## config.mk

```make
export PLATFORM = sky130hd
export DESIGN_NAME = data_cache
export DESIGN_NICKNAME = d
export VERILOG_FILES = /design/src/rtl/dcache_pkg.sv /design/src/rtl/dcache_array.sv /design/src/rtl/data_cache.sv
export SDC_FILE = /design/constraint.sdc
export NUM_CORES = 1
export LEC_CHECK = 0
export BUFFER_PORTS_ARGS = -buffer_cell sky130_fd_sc_hd__buf_2
export CELL_PAD_IN_SITES_DETAIL_PLACEMENT = 1
export CELL_PAD_IN_SITES_GLOBAL_PLACEMENT = 1
export CORE_UTILIZATION = 55
export DETAILED_ROUTE_END_ITERATION = 10
export GPL_TIMING_DRIVEN = 0
export HOLD_SLACK_MARGIN = 0.15
export PLACE_DENSITY = 0.88
export SLEW_MARGIN = 20
export SYNTH_ARGS = -nofsm -noshare
export SYNTH_HDL_FRONTEND = slang
export SYNTH_SLANG_ARGS = --single-unit
```

## constraint.sdc

```tcl
create_clock -name CLK -period 7.9 [get_ports CLK]
set_input_delay 0.395 -clock CLK [delete_from_list [all_inputs] [get_ports CLK]]
set_output_delay 0.395 -clock CLK [all_outputs]
set_load 0.01 [all_outputs]
```

## src/rtl/dcache_pkg.sv

```systemverilog
// dcache_pkg
//   Shared definitions for the direct-mapped, write-back data cache.
//   - Default geometry: 8-bit byte address, 8-bit data, 8 lines of 4-byte blocks.
//   - Controller state encoding.
//   - Helpers that split a cpu byte address into {tag, index, offset}.
package dcache_pkg;

    localparam int CPU_ADDR_W = 8;
    localparam int CPU_DATA_W = 8;
    localparam int INDEX_W    = 3;
    localparam int OFFSET_W   = 2;
    localparam int TAG_W      = CPU_ADDR_W - INDEX_W - OFFSET_W;
    localparam int BLOCK_W    = CPU_DATA_W << OFFSET_W;
    localparam int LINES      = 1 << INDEX_W;

    typedef enum logic [1:0] {
        S_IDLE       = 2'd0,
        S_WRITE_BACK = 2'd1,
        S_MEM_READ   = 2'd2,
        S_UPDATE     = 2'd3
    } dcache_state_t;

    function automatic logic [TAG_W-1:0] addr_tag(input logic [CPU_ADDR_W-1:0] addr);
        return addr[CPU_ADDR_W-1 -: TAG_W];
    endfunction

    function automatic logic [INDEX_W-1:0] addr_index(input logic [CPU_ADDR_W-1:0] addr);
        return addr[OFFSET_W +: INDEX_W];
    endfunction

    function automatic logic [OFFSET_W-1:0] addr_offset(input logic [CPU_ADDR_W-1:0] addr);
        return addr[OFFSET_W-1:0];
    endfunction

endpackage

```

## src/rtl/dcache_array.sv

```systemverilog
// dcache_array
//   Per-line storage of the cache: valid, dirty, tag and block data.
//   Ports:
//     clk, rst_n       clock, asynchronous active-low reset (clears valid/dirty only)
//     index            line selected for both read and write
//     line_valid/line_dirty/line_tag/line_data   combinational view of that line
//     byte_we, byte_off, byte_data   store one byte into the line and mark it dirty
//     blk_we, blk_tag, blk_data      install a whole block: valid=1, dirty=0
module dcache_array
    import dcache_pkg::*;
#(
    parameter int INDEX_BITS  = INDEX_W,
    parameter int OFFSET_BITS = OFFSET_W,
    parameter int TAG_BITS    = TAG_W,
    parameter int DATA_W      = CPU_DATA_W,
    localparam int BLK_BITS   = DATA_W << OFFSET_BITS,
    localparam int NLINES     = 1 << INDEX_BITS
) (
    input  logic                   clk,
    input  logic                   rst_n,
    input  logic [INDEX_BITS-1:0]  index,
    output logic                   line_valid,
    output logic                   line_dirty,
    output logic [TAG_BITS-1:0]    line_tag,
    output logic [BLK_BITS-1:0]    line_data,
    input  logic                   byte_we,
    input  logic [OFFSET_BITS-1:0] byte_off,
    input  logic [DATA_W-1:0]      byte_data,
    input  logic                   blk_we,
    input  logic [TAG_BITS-1:0]    blk_tag,
    input  logic [BLK_BITS-1:0]    blk_data
);

    logic [NLINES-1:0]   valid_q;
    logic [NLINES-1:0]   dirty_q;
    logic [TAG_BITS-1:0] tag_mem  [NLINES];
    logic [BLK_BITS-1:0] data_mem [NLINES];

    assign line_valid = valid_q[index];
    assign line_dirty = dirty_q[index];
    assign line_tag   = tag_mem[index];
    assign line_data  = data_mem[index];

    // Status bits are the only state that reset touches; stale tags and
    // data are harmless once valid is clear.
    always_ff @(posedge clk or negedge rst_n) begin
        if (!rst_n) begin
            valid_q <= '0;
            dirty_q <= '0;
        end else if (blk_we) begin
            valid_q[index] <= 1'b1;
            dirty_q[index] <= 1'b0;
        end else if (byte_we) begin
            dirty_q[index] <= 1'b1;
        end
    end

    always_ff @(posedge clk) begin
        if (blk_we) begin
            tag_mem[index]  <= blk_tag;
            data_mem[index] <= blk_data;
        end else if (byte_we) begin
            data_mem[index][32'(byte_off) * DATA_W +: DATA_W] <= byte_data;
        end
    end

endmodule

```

## src/rtl/data_cache.sv

```systemverilog
// data_cache
//   Direct-mapped, write-back, write-allocate data cache between the cpu
//   data port and a block-wide main memory.
//   Ports:
//     CLK, RESET                       clock, asynchronous active-low reset
//     READ, WRITE, ADDRESS, WRITEDATA  cpu request (held stable while BUSYWAIT=1)
//     READDATA, BUSYWAIT               cpu load data and stall
//     MEM_READ, MEM_WRITE              memory block read / write request
//     MEM_ADDRESS                      block address {tag,index}
//     MEM_WRITEDATA, MEM_READDATA      block data, byte0 in [7:0]
//     MEM_BUSYWAIT                     memory busy
//
// Handshake: a memory request is held high, with constant address/data,
// until a posedge at which MEM_BUSYWAIT is low; that edge completes the
// transfer. On the cpu side, an access completes at the first posedge where
// BUSYWAIT is low; until then the cpu keeps its request steady.
module data_cache
    import dcache_pkg::*;
#(
    parameter int ADDR_W      = CPU_ADDR_W,
    parameter int DATA_W      = CPU_DATA_W,
    parameter int INDEX_BITS  = INDEX_W,
    parameter int OFFSET_BITS = OFFSET_W,
    localparam int TAG_BITS   = ADDR_W - INDEX_BITS - OFFSET_BITS,
    localparam int BLK_BITS   = DATA_W << OFFSET_BITS
) (
    input  logic                          CLK,
    input  logic                          RESET,
    input  logic                          READ,
    input  logic                          WRITE,
    input  logic [ADDR_W-1:0]             ADDRESS,
    input  logic [DATA_W-1:0]             WRITEDATA,
    output logic [DATA_W-1:0]             READDATA,
    output logic                          BUSYWAIT,
    output logic                          MEM_READ,
    output logic                          MEM_WRITE,
    output logic [ADDR_W-OFFSET_BITS-1:0] MEM_ADDRESS,
    output logic [BLK_BITS-1:0]           MEM_WRITEDATA,
    input  logic [BLK_BITS-1:0]           MEM_READDATA,
    input  logic                          MEM_BUSYWAIT
);

    dcache_state_t state, next_state;

    logic [TAG_BITS-1:0]    req_tag;
    logic [INDEX_BITS-1:0]  req_index;
    logic [OFFSET_BITS-1:0] req_offset;

    logic                   line_valid;
    logic                   line_dirty;
    logic [TAG_BITS-1:0]    line_tag;
    logic [BLK_BITS-1:0]    line_data;

    logic                   req;
    logic                   is_read;
    logic                   hit;

    logic [BLK_BITS-1:0]    fill_q;

    logic                   busy;
    logic                   mem_rd;
    logic                   mem_wr;
    logic [ADDR_W-OFFSET_BITS-1:0] mem_addr;
    logic [BLK_BITS-1:0]    mem_wdata;
    logic [DATA_W-1:0]      rdata;
    logic                   byte_we;
    logic                   blk_we;

    assign req_tag    = ADDRESS[ADDR_W-1 -: TAG_BITS];
    assign req_index  = ADDRESS[OFFSET_BITS +: INDEX_BITS];
    assign req_offset = ADDRESS[OFFSET_BITS-1:0];

    assign req     = READ | WRITE;
    // READ wins when both are raised: the access never modifies the array.
    assign is_read = READ;
    assign hit     = line_valid && (line_tag == req_tag);

    dcache_array #(
        .INDEX_BITS  (INDEX_BITS),
        .OFFSET_BITS (OFFSET_BITS),
        .TAG_BITS    (TAG_BITS),
        .DATA_W      (DATA_W)
    ) u_array (
        .clk        (CLK),
        .rst_n      (RESET),
        .index      (req_index),
        .line_valid (line_valid),
        .line_dirty (line_dirty),
        .line_tag   (line_tag),
        .line_data  (line_data),
        .byte_we    (byte_we),
        .byte_off   (req_offset),
        .byte_data  (WRITEDATA),
        .blk_we     (blk_we),
        .blk_tag    (req_tag),
        .blk_data   (fill_q)
    );

    always_ff @(posedge CLK or negedge RESET) begin
        if (!RESET) begin
            state <= S_IDLE;
        end else begin
            state <= next_state;
        end
    end

    // The fetched block is parked here for the single UPDATE cycle, so the
    // array write does not depend on memory holding MEM_READDATA.
    always_ff @(posedge CLK or negedge RESET) begin
        if (!RESET) begin
            fill_q <= '0;
        end else if (state == S_MEM_READ && !MEM_BUSYWAIT) begin
            fill_q <= MEM_READDATA;
        end
    end

    always_comb begin
        next_state = state;
        busy       = 1'b0;
        mem_rd     = 1'b0;
        mem_wr     = 1'b0;
        mem_addr   = '0;
        mem_wdata  = '0;
        rdata      = '0;
        byte_we    = 1'b0;
        blk_we     = 1'b0;

        case (state)
            S_IDLE: begin
                if (req) begin
                    if (hit) begin
                        if (is_read) begin
                            rdata = line_data[32'(req_offset) * DATA_W +: DATA_W];
                        end else begin
                            byte_we = 1'b1;
                        end
                    end else begin
                        busy       = 1'b1;
                        next_state = (line_valid && line_dirty) ? S_WRITE_BACK : S_MEM_READ;
                    end
                end
            end
            S_WRITE_BACK: begin
                busy      = 1'b1;
                mem_wr    = 1'b1;
                mem_addr  = {line_tag, req_index};
                mem_wdata = line_data;
                if (!MEM_BUSYWAIT) begin
                    next_state = S_MEM_READ;
                end
            end
            S_MEM_READ: begin
                busy     = 1'b1;
                mem_rd   = 1'b1;
                mem_addr = ADDRESS[ADDR_W-1:OFFSET_BITS];
                if (!MEM_BUSYWAIT) begin
                    next_state = S_UPDATE;
                end
            end
            S_UPDATE: begin
                busy       = 1'b1;
                blk_we     = 1'b1;
                next_state = S_IDLE;
            end
            default: begin
                next_state = S_IDLE;
            end
        endcase
    end

    // While RESET is low every output is forced quiet, even if the cpu is
    // still presenting a request that would otherwise report a miss.
    assign BUSYWAIT      = RESET & busy;
    assign MEM_READ      = RESET & mem_rd;
    assign MEM_WRITE     = RESET & mem_wr;
    assign MEM_ADDRESS   = RESET ? mem_addr  : '0;
    assign MEM_WRITEDATA = RESET ? mem_wdata : '0;
    assign READDATA      = RESET ? rdata     : '0;

endmodule

```

Word level (Yosys, flattened, before mapping)
Memories as Yosys holds them, arrays and structs flattened.
Index checks and enable logic that the tools add are counted.

cells by class
  eq/ne operators = 8
  shifts and indexed selects = 3
  bitwise gates (word level) = 40
  add/subtract/negate cells = 1
  reduce and logical (&&, ||, !) cells = 9
  muxes and demuxes = 70
  multiply operators = 0
  divide/modulo/power cells = 0
  $lt $le $gt $ge = 2

operator list
  kind                     number
  $mux 32                  3
  $mux 8                   7
  $mux 1                   48
  $neg 5->34               1
  $shift 8x34->32 const A  1
  $shiftx 8x34->32         1
  $or 1x1->1               33
  $shiftx 32x6->8          1
  $or 8x8->8               2
  $pmux 6 s2               1
  $mux 2                   5
  $and 8x8->8              1
  $ne 2x2->1 const B       4
  $not 8->8                1
  $pmux 2 s4               1
  $bmux 1 s3               2
  $mux 6                   1
  $eq 2x2->1 const B       2
  $logic_and 1x1->1        4
  $lt 3x4->1 const B       1
  $reduce_and 4->1         1
  $and 1x1->1              3
  $demux 1 s3              1
  $eq 3x3->1               1
  other kinds (7)          7

storage, ports and cells
  memories kept = 2
  bits in registers = 50
  bits in writable memories = 280
  bits in latches = 0
  bits of input ports = 53
  bits in read-only memories = 0

memories
  memory            words  width  rd ports  clocked after memory_dff  write ports  line                source
  u_array.data_mem  8      32     1         0                         1            dcache_array.sv:37  logic [BLK_BITS-1:0] data_mem [NLINES];
  u_array.tag_mem   8      3      1         0                         1            dcache_array.sv:36  logic [TAG_BITS-1:0] tag_mem [NLINES];

Longest topological paths before layout
  depth after elaboration = 10
  depth in mapped cells = 10
  depth with buffers taken out = 7

By module
Synthesis repeated with hierarchy kept, for this count alone.

second synthesis, totals
  cell total of the unflattened synthesis = 832
  area, all modules = 14,022.2 um^2

by module, submodules not included
  module        area each (um^2)  cells each  seq. area each (um^2)  instances
  dcache_array  12,036.5          663         8,808.4                1
  data_cache    1,985.7           169         850.8                  1

Worst setup path after synthesis
OpenSTA, ideal clock, no wires.

  path kind = input to register
  from = input ADDRESS[2]
  to = memory u_array.data_mem[0][0] (netlist name) (enable)
  stages = 9
  data required time = 7,515 ps
  setup time = 385 ps
  path slack = 4,525 ps
  arrival time = 2,990 ps
  cell sequence = buf_6 > nor2b_1 > buf_6 > o2bb2ai_1 > or4_4 > a211oi_4 > nand4_2 > buf_6 > a21boi_0

between the ends
  longest elaborated chain between the ends = 10

RTL lines
  item                                       line                                  source
  start, declared                            data_cache.sv:31                      input logic [ADDR_W-1:0] ADDRESS,
  $mem_v2 8x3 or $bmux 1 s3 (tied branches)  n/a
  $eq 3x3->1 or $mux 1 (tied branches)       data_cache.sv:76, dcache_array.sv:39
  $logic_and 1x1->1                          data_cache.sv:76                      assign hit = line_valid && (line_tag == req_tag);
  $mux 1                                     data_cache.sv:131                     if (hit) begin
  $mux 1                                     data_cache.sv:130                     if (req) begin
  $mux 1                                     data_cache.sv:128                     case (state)
  $mux 1                                     dcache_array.sv:62                    end else if (byte_we) begin
  $mux 1                                     dcache_array.sv:59                    if (blk_we) begin
  $mux 32 (not written as such)              dcache_array.sv:63                    data_mem[index][32'(byte_off) * DATA_W +: DATA_W] <= byte_data;
  $or 1x1->1 (no source line)                n/a
  end, declared                              dcache_array.sv:37

Parallel ways exist; a longest one is shown, timed or not. The select of a mux whose other input is x is not followed.

Final worst setup path
  from = input ADDRESS[2]
  to = memory u_array.data_mem[1][18] (netlist name) (enable)

The elaborated chain is that of the path after synthesis.

==> metrics list <==
- The flow ran to the end, and the final reports show no timing, DRC or antenna violations.
- Total wirelength of the detailed-routed design: 48100 microns
- Vias in the first global route: ~10000
- Of the total power, combinational logic draws 20.7%.
* Hold Fails Final Rpt: 0
* Part of the cycle the worst path needs: 59.5%
- After synthesis, the cell types taking the most area are sky130_fd_sc_hd__edfxtp_1 59%, sky130_fd_sc_hd__dfrtp_1 8.8%, sky130_fd_sc_hd__mux4_2 6.8%, sky130_fd_sc_hd__mux2i_1 4.7%, sky130_fd_sc_hd__mux2_2 2.7%.
* Compound-gate portion of the synthesized area: 7.21%
- In this run, flip-flops and latches consume 48.3% of the power.
- Synthesized area per cell: 15.3 sq um
- After synthesis the cells add up to 14200 sq um.
- Fin. max-slew vios: 0
* Global-route wire length before repair: 69200 microns
- Mux cell area share after synthesis: between 10% and 20%
- In the final design database the tool counted 1177 nets.
* Worst hold path class: primary input to flip-flop
- For this design, the sink count on the clock tree is 330.
- Maximum net fanout on the critical path: 10
* Input/output buffers: 99
- Share of the synthesized area in the top cell type: 59.1%
- Worst slew pin tran: between 1 and 1.5 ns
- Count of antenna diodes in the layout: 0
- Overall global routing resource usage: 37.3%
- Of the cells placed in the final design, the portion with a size suffix greater than 1 is between 20% and 30%.
- Tmin final: approximately 4.7 ns
* Number of distinct library cell variants in the gate-level netlist after synthesis: 51
* Post-synth net total: approximately 1000
* First-iteration detailed-routing DRC count: 1445
* Residual DRC: 0
- Routability-driven placement finished with a final weighted congestion of just over 0.9.
- TritonCTS buffer count: 36
- Number of buffers on the longest clock path: 3
* Largest family of logic cells by synthesized area: multiplexers
- Summing the areas of all and, or, nand and nor instances in the mapped netlist gives 6.63% of the synthesized area.
- Net Sw Power: 0.00152 W
- Number of enable flip-flop cells after synthesis: 280
- Clock slew at the register clock pins of the worst setup and hold paths: around 0.060 ns
- Detailed routing inserted a total of roughly 9900 vias.
- Routed wirelength normalized by instance count: around 33 microns
- After detailed routing, the number of vias per cell comes to between 6 and 7.
* Area leader, netlist: sky130_fd_sc_hd__edfxtp_1
- At the later pin of the worst-skew pair, clock insertion delay measures around 0.53 ns.
- Power Dens Cells: 298 nW/um^2
* Synth Flop Type: sky130_fd_sc_hd__edfxtp_1
* #FFs+latches synth: 330
* Number of placement rows: a little under 60
* Xor and xnor fraction of the mapped netlist area: 0%
- Headroom to the max-slew limit: a little over an eighth
- Unrepaired setup endpoints after global routing: false
- Initial core utilization: 56.3%
- The clock network is responsible for 31.0% of the overall power.
- Of the total power, the share spent switching nets is 30.7%.
- Initial antenna violation count: 1
- Post-route antenna net violation count: 0
* Post-Syn Instances: 930
- The die covers between 20000 and 30000 sq um.
- On the final layout, the worst hold slack is 0.207 ns.
- Setup crit end kind: flip-flop
* Critical path start-end classification: primary input to flip-flop
- Worst-case vdd ir drop: 0.000193 V
- Summing the areas of all fa, ha and maj instances in the mapped netlist gives 0.880% of the synthesized area.
- Highest attainable clock frequency: 213 MHz
* CP Data Arrival Time: 4.83 ns
- Total overflow reported by the global router: 0
- Measured along the y axis, the die boundary spans about 160 microns.
- After legalization and detailed placement, the total HPWL measured roughly 32000 microns.
- Summed over all failing endpoints, the final setup total negative slack is 0 ns.
* Startpoint kind of the worst setup timing path: primary input
- Setup violations remaining at the end of the flow were counted as 0.
- Sequential elements use 67.9% of the synthesized area.
- Counting flops with an async set or reset pin after synthesis yields a share of between 15 and 20%.
- The core region is 25300 sq um.
- Entering global routing, the biggest net connects 56 pins.
- Measured along the x axis, the die boundary spans 163 microns.
* Cell-internal power: 0.00344 W
- Compared with the post-synthesis result, the final layout area differs by 17.2%.
- The pre-antenna-repair detailed-routing pass consisted of 6 iterations.
- Leakage power summed over all cells: about 6.3 nW
* Maximum level of the CTS H-tree: 2
- Number of synthesis warnings: 0
- Clock tree root driver cell: sky130_fd_sc_hd__clkbuf_16
* Post-CTS setup-driven buffer insertion count: 0
- # Max-Cap Violations: 0
- For this design the top-level I/O count stands at between 100 and 150.
* Required time of the critical path: 8.03 ns
* Setup clock skew after layout: 0.0267 ns
- TritonCTS built the clock tree.
[registers in the layout, indices dropped and copies added (netlist names), named ones only]
register and cells:
u_array.data_mem 256, fill_q 32, u_array.tag_mem 24, u_array.valid_q 8, state 2
[cell families after synthesis]
group,Yosys count
compound gates,149
fa+ha+maj,10
buf+inv,100
flops,330
mux,144
simple gates,197
[power by group through the flow]
stage	Sequential, W	Combinational (W)	Clock [W]
6_report	0.00240	0.00103	0.00154
5_1_grt	0.00241	0.00108	0.00159
4_1_cts	0.00239	0.000978	0.00153
3_5_place_dp	0.00242	0.000951	0
3_3_place_gp	0.00240	0.000858	0
2_1_floorplan	0.00238	0.000570	0
[placed cells by master, fill, tap and decap left out, types with 9 or more instances in the layout]
cell type                       instances
sky130_fd_sc_hd__edfxtp_1             280
sky130_fd_sc_hd__buf_2                113
sky130_fd_sc_hd__nand2_1               83
sky130_fd_sc_hd__mux2i_1               67
sky130_fd_sc_hd__dfrtp_1               50
sky130_fd_sc_hd__inv_1                 48
sky130_fd_sc_hd__nor2_1                48
sky130_fd_sc_hd__mux4_2                43
sky130_fd_sc_hd__clkbuf_16             36
sky130_fd_sc_hd__mux2_2                34
sky130_fd_sc_hd__dlygate4sd3_1         33
sky130_fd_sc_hd__a21oi_1               28
sky130_fd_sc_hd__clkbuf_1              26
sky130_fd_sc_hd__o21ai_0               26
sky130_fd_sc_hd__a221oi_1              19
sky130_fd_sc_hd__buf_4                 15
sky130_fd_sc_hd__a22oi_1               14
sky130_fd_sc_hd__a21boi_1              12
sky130_fd_sc_hd__clkinv_1              12
sky130_fd_sc_hd__nor3_1                11
sky130_fd_sc_hd__and2_1                10
sky130_fd_sc_hd__ha_1                  10
sky130_fd_sc_hd__buf_1                  9
[metal layers]
layer,vias to the layer above,global-route usage [%],wire length [microns]
met4,0,20.7,3060
met3,218,9.73,5370
li1,3930,-,-
met1,4937,46.0,16800
met5,-,0,0
met2,767,60.0,22900
[path summary, 6_finish.rpt]
kind / end / startpoint / cells after the start / slack, ns
max in group asynchronous: u_array.valid_q[0]$_DFFE_PN0P_ / RESET / 2 / 6.94
worst min register to register: u_array.valid_q[7]$_DFFE_PN0P_ / u_array.valid_q[7]$_DFFE_PN0P_ / 1 / 0.47
min in group asynchronous: fill_q[6]$_DFFE_PN0P_ / RESET / 2 / 0.47
worst max register to register: u_array.data_mem[1][18]$_DFFE_PP_ / u_array.tag_mem[3][2]$_DFFE_PP_ / 7 / 3.78
worst min-delay path: u_array.tag_mem[3][0]$_DFFE_PP_ / ADDRESS[5] / 1 / 0.21
worst max-delay path: u_array.data_mem[1][18]$_DFFE_PP_ / ADDRESS[2] / 9 / 3.20
[cells in the mapped netlist, drive strengths merged, types with 2 or more instances]
cell,number
o21a,2
a21boi,12
nand2b,5
or3,2
ha,10
mux4,43
a221oi,19
o211ai,2
o21ai,26
mux2i,67
o22a,4
buf,31
and3,6
a221o,2
and2,10
nor2b,7
nand4,4
inv,50
o22ai,7
clkbuf,19
nand2,83
a211oi,11
nor3,11
edfxtp,280
nor2,48
or2,5
a22oi,14
dfrtp,50
a21oi,34
o31ai,3
nand3,5
a22o,3
nor3b,5
mux2,34
o32ai,5
[cell type report]
class,instances,area (sq um)
plain buffers,50,259
clock buffers,43,927
clock inverters,22,114
fillers,2309,8590
inverters,50,188
multi-input cells,500,4170
flip-flops and latches,330,9660
well taps,330,413
repair buffers,146,933
[per-stage QoR]
step           util, %  setup slack, ns  area, sq um  power (W)  std cells
5_1_grt           66.0             3.28        16700    0.00509       1471
4_1_cts           65.8             3.44        16600    0.00489       1470
3_3_place_gp      59.9             3.10        15100    0.00325       1359
6_report          66.0             3.20        16700    0.00497       1471
2_1_floorplan        -             4.52        14200    0.00295        930
3_5_place_dp      60.4             3.00        15300    0.00337       1373
[critical path, stage by stage]
cell	delay [ns]
sky130_fd_sc_hd__buf_6	0.09
sky130_fd_sc_hd__buf_2	0.26
sky130_fd_sc_hd__buf_2	0.51
sky130_fd_sc_hd__buf_2	0.44
sky130_fd_sc_hd__buf_2	0.45
sky130_fd_sc_hd__clkbuf_1	0.46
sky130_fd_sc_hd__clkbuf_1	0.61
sky130_fd_sc_hd__nand2_1	0.47
sky130_fd_sc_hd__a21oi_1	1.12
[repair_timing]
| action | in CTS | in global routing |
|---|---|---|
| hold endpoints to repair | 81 | 1 |
| hold buffers | 32 | 1 |
| gates resized for setup | 0 | 0 |
| setup endpoints to repair | 0 | 0 |
(Power assumes the default switching activity.)
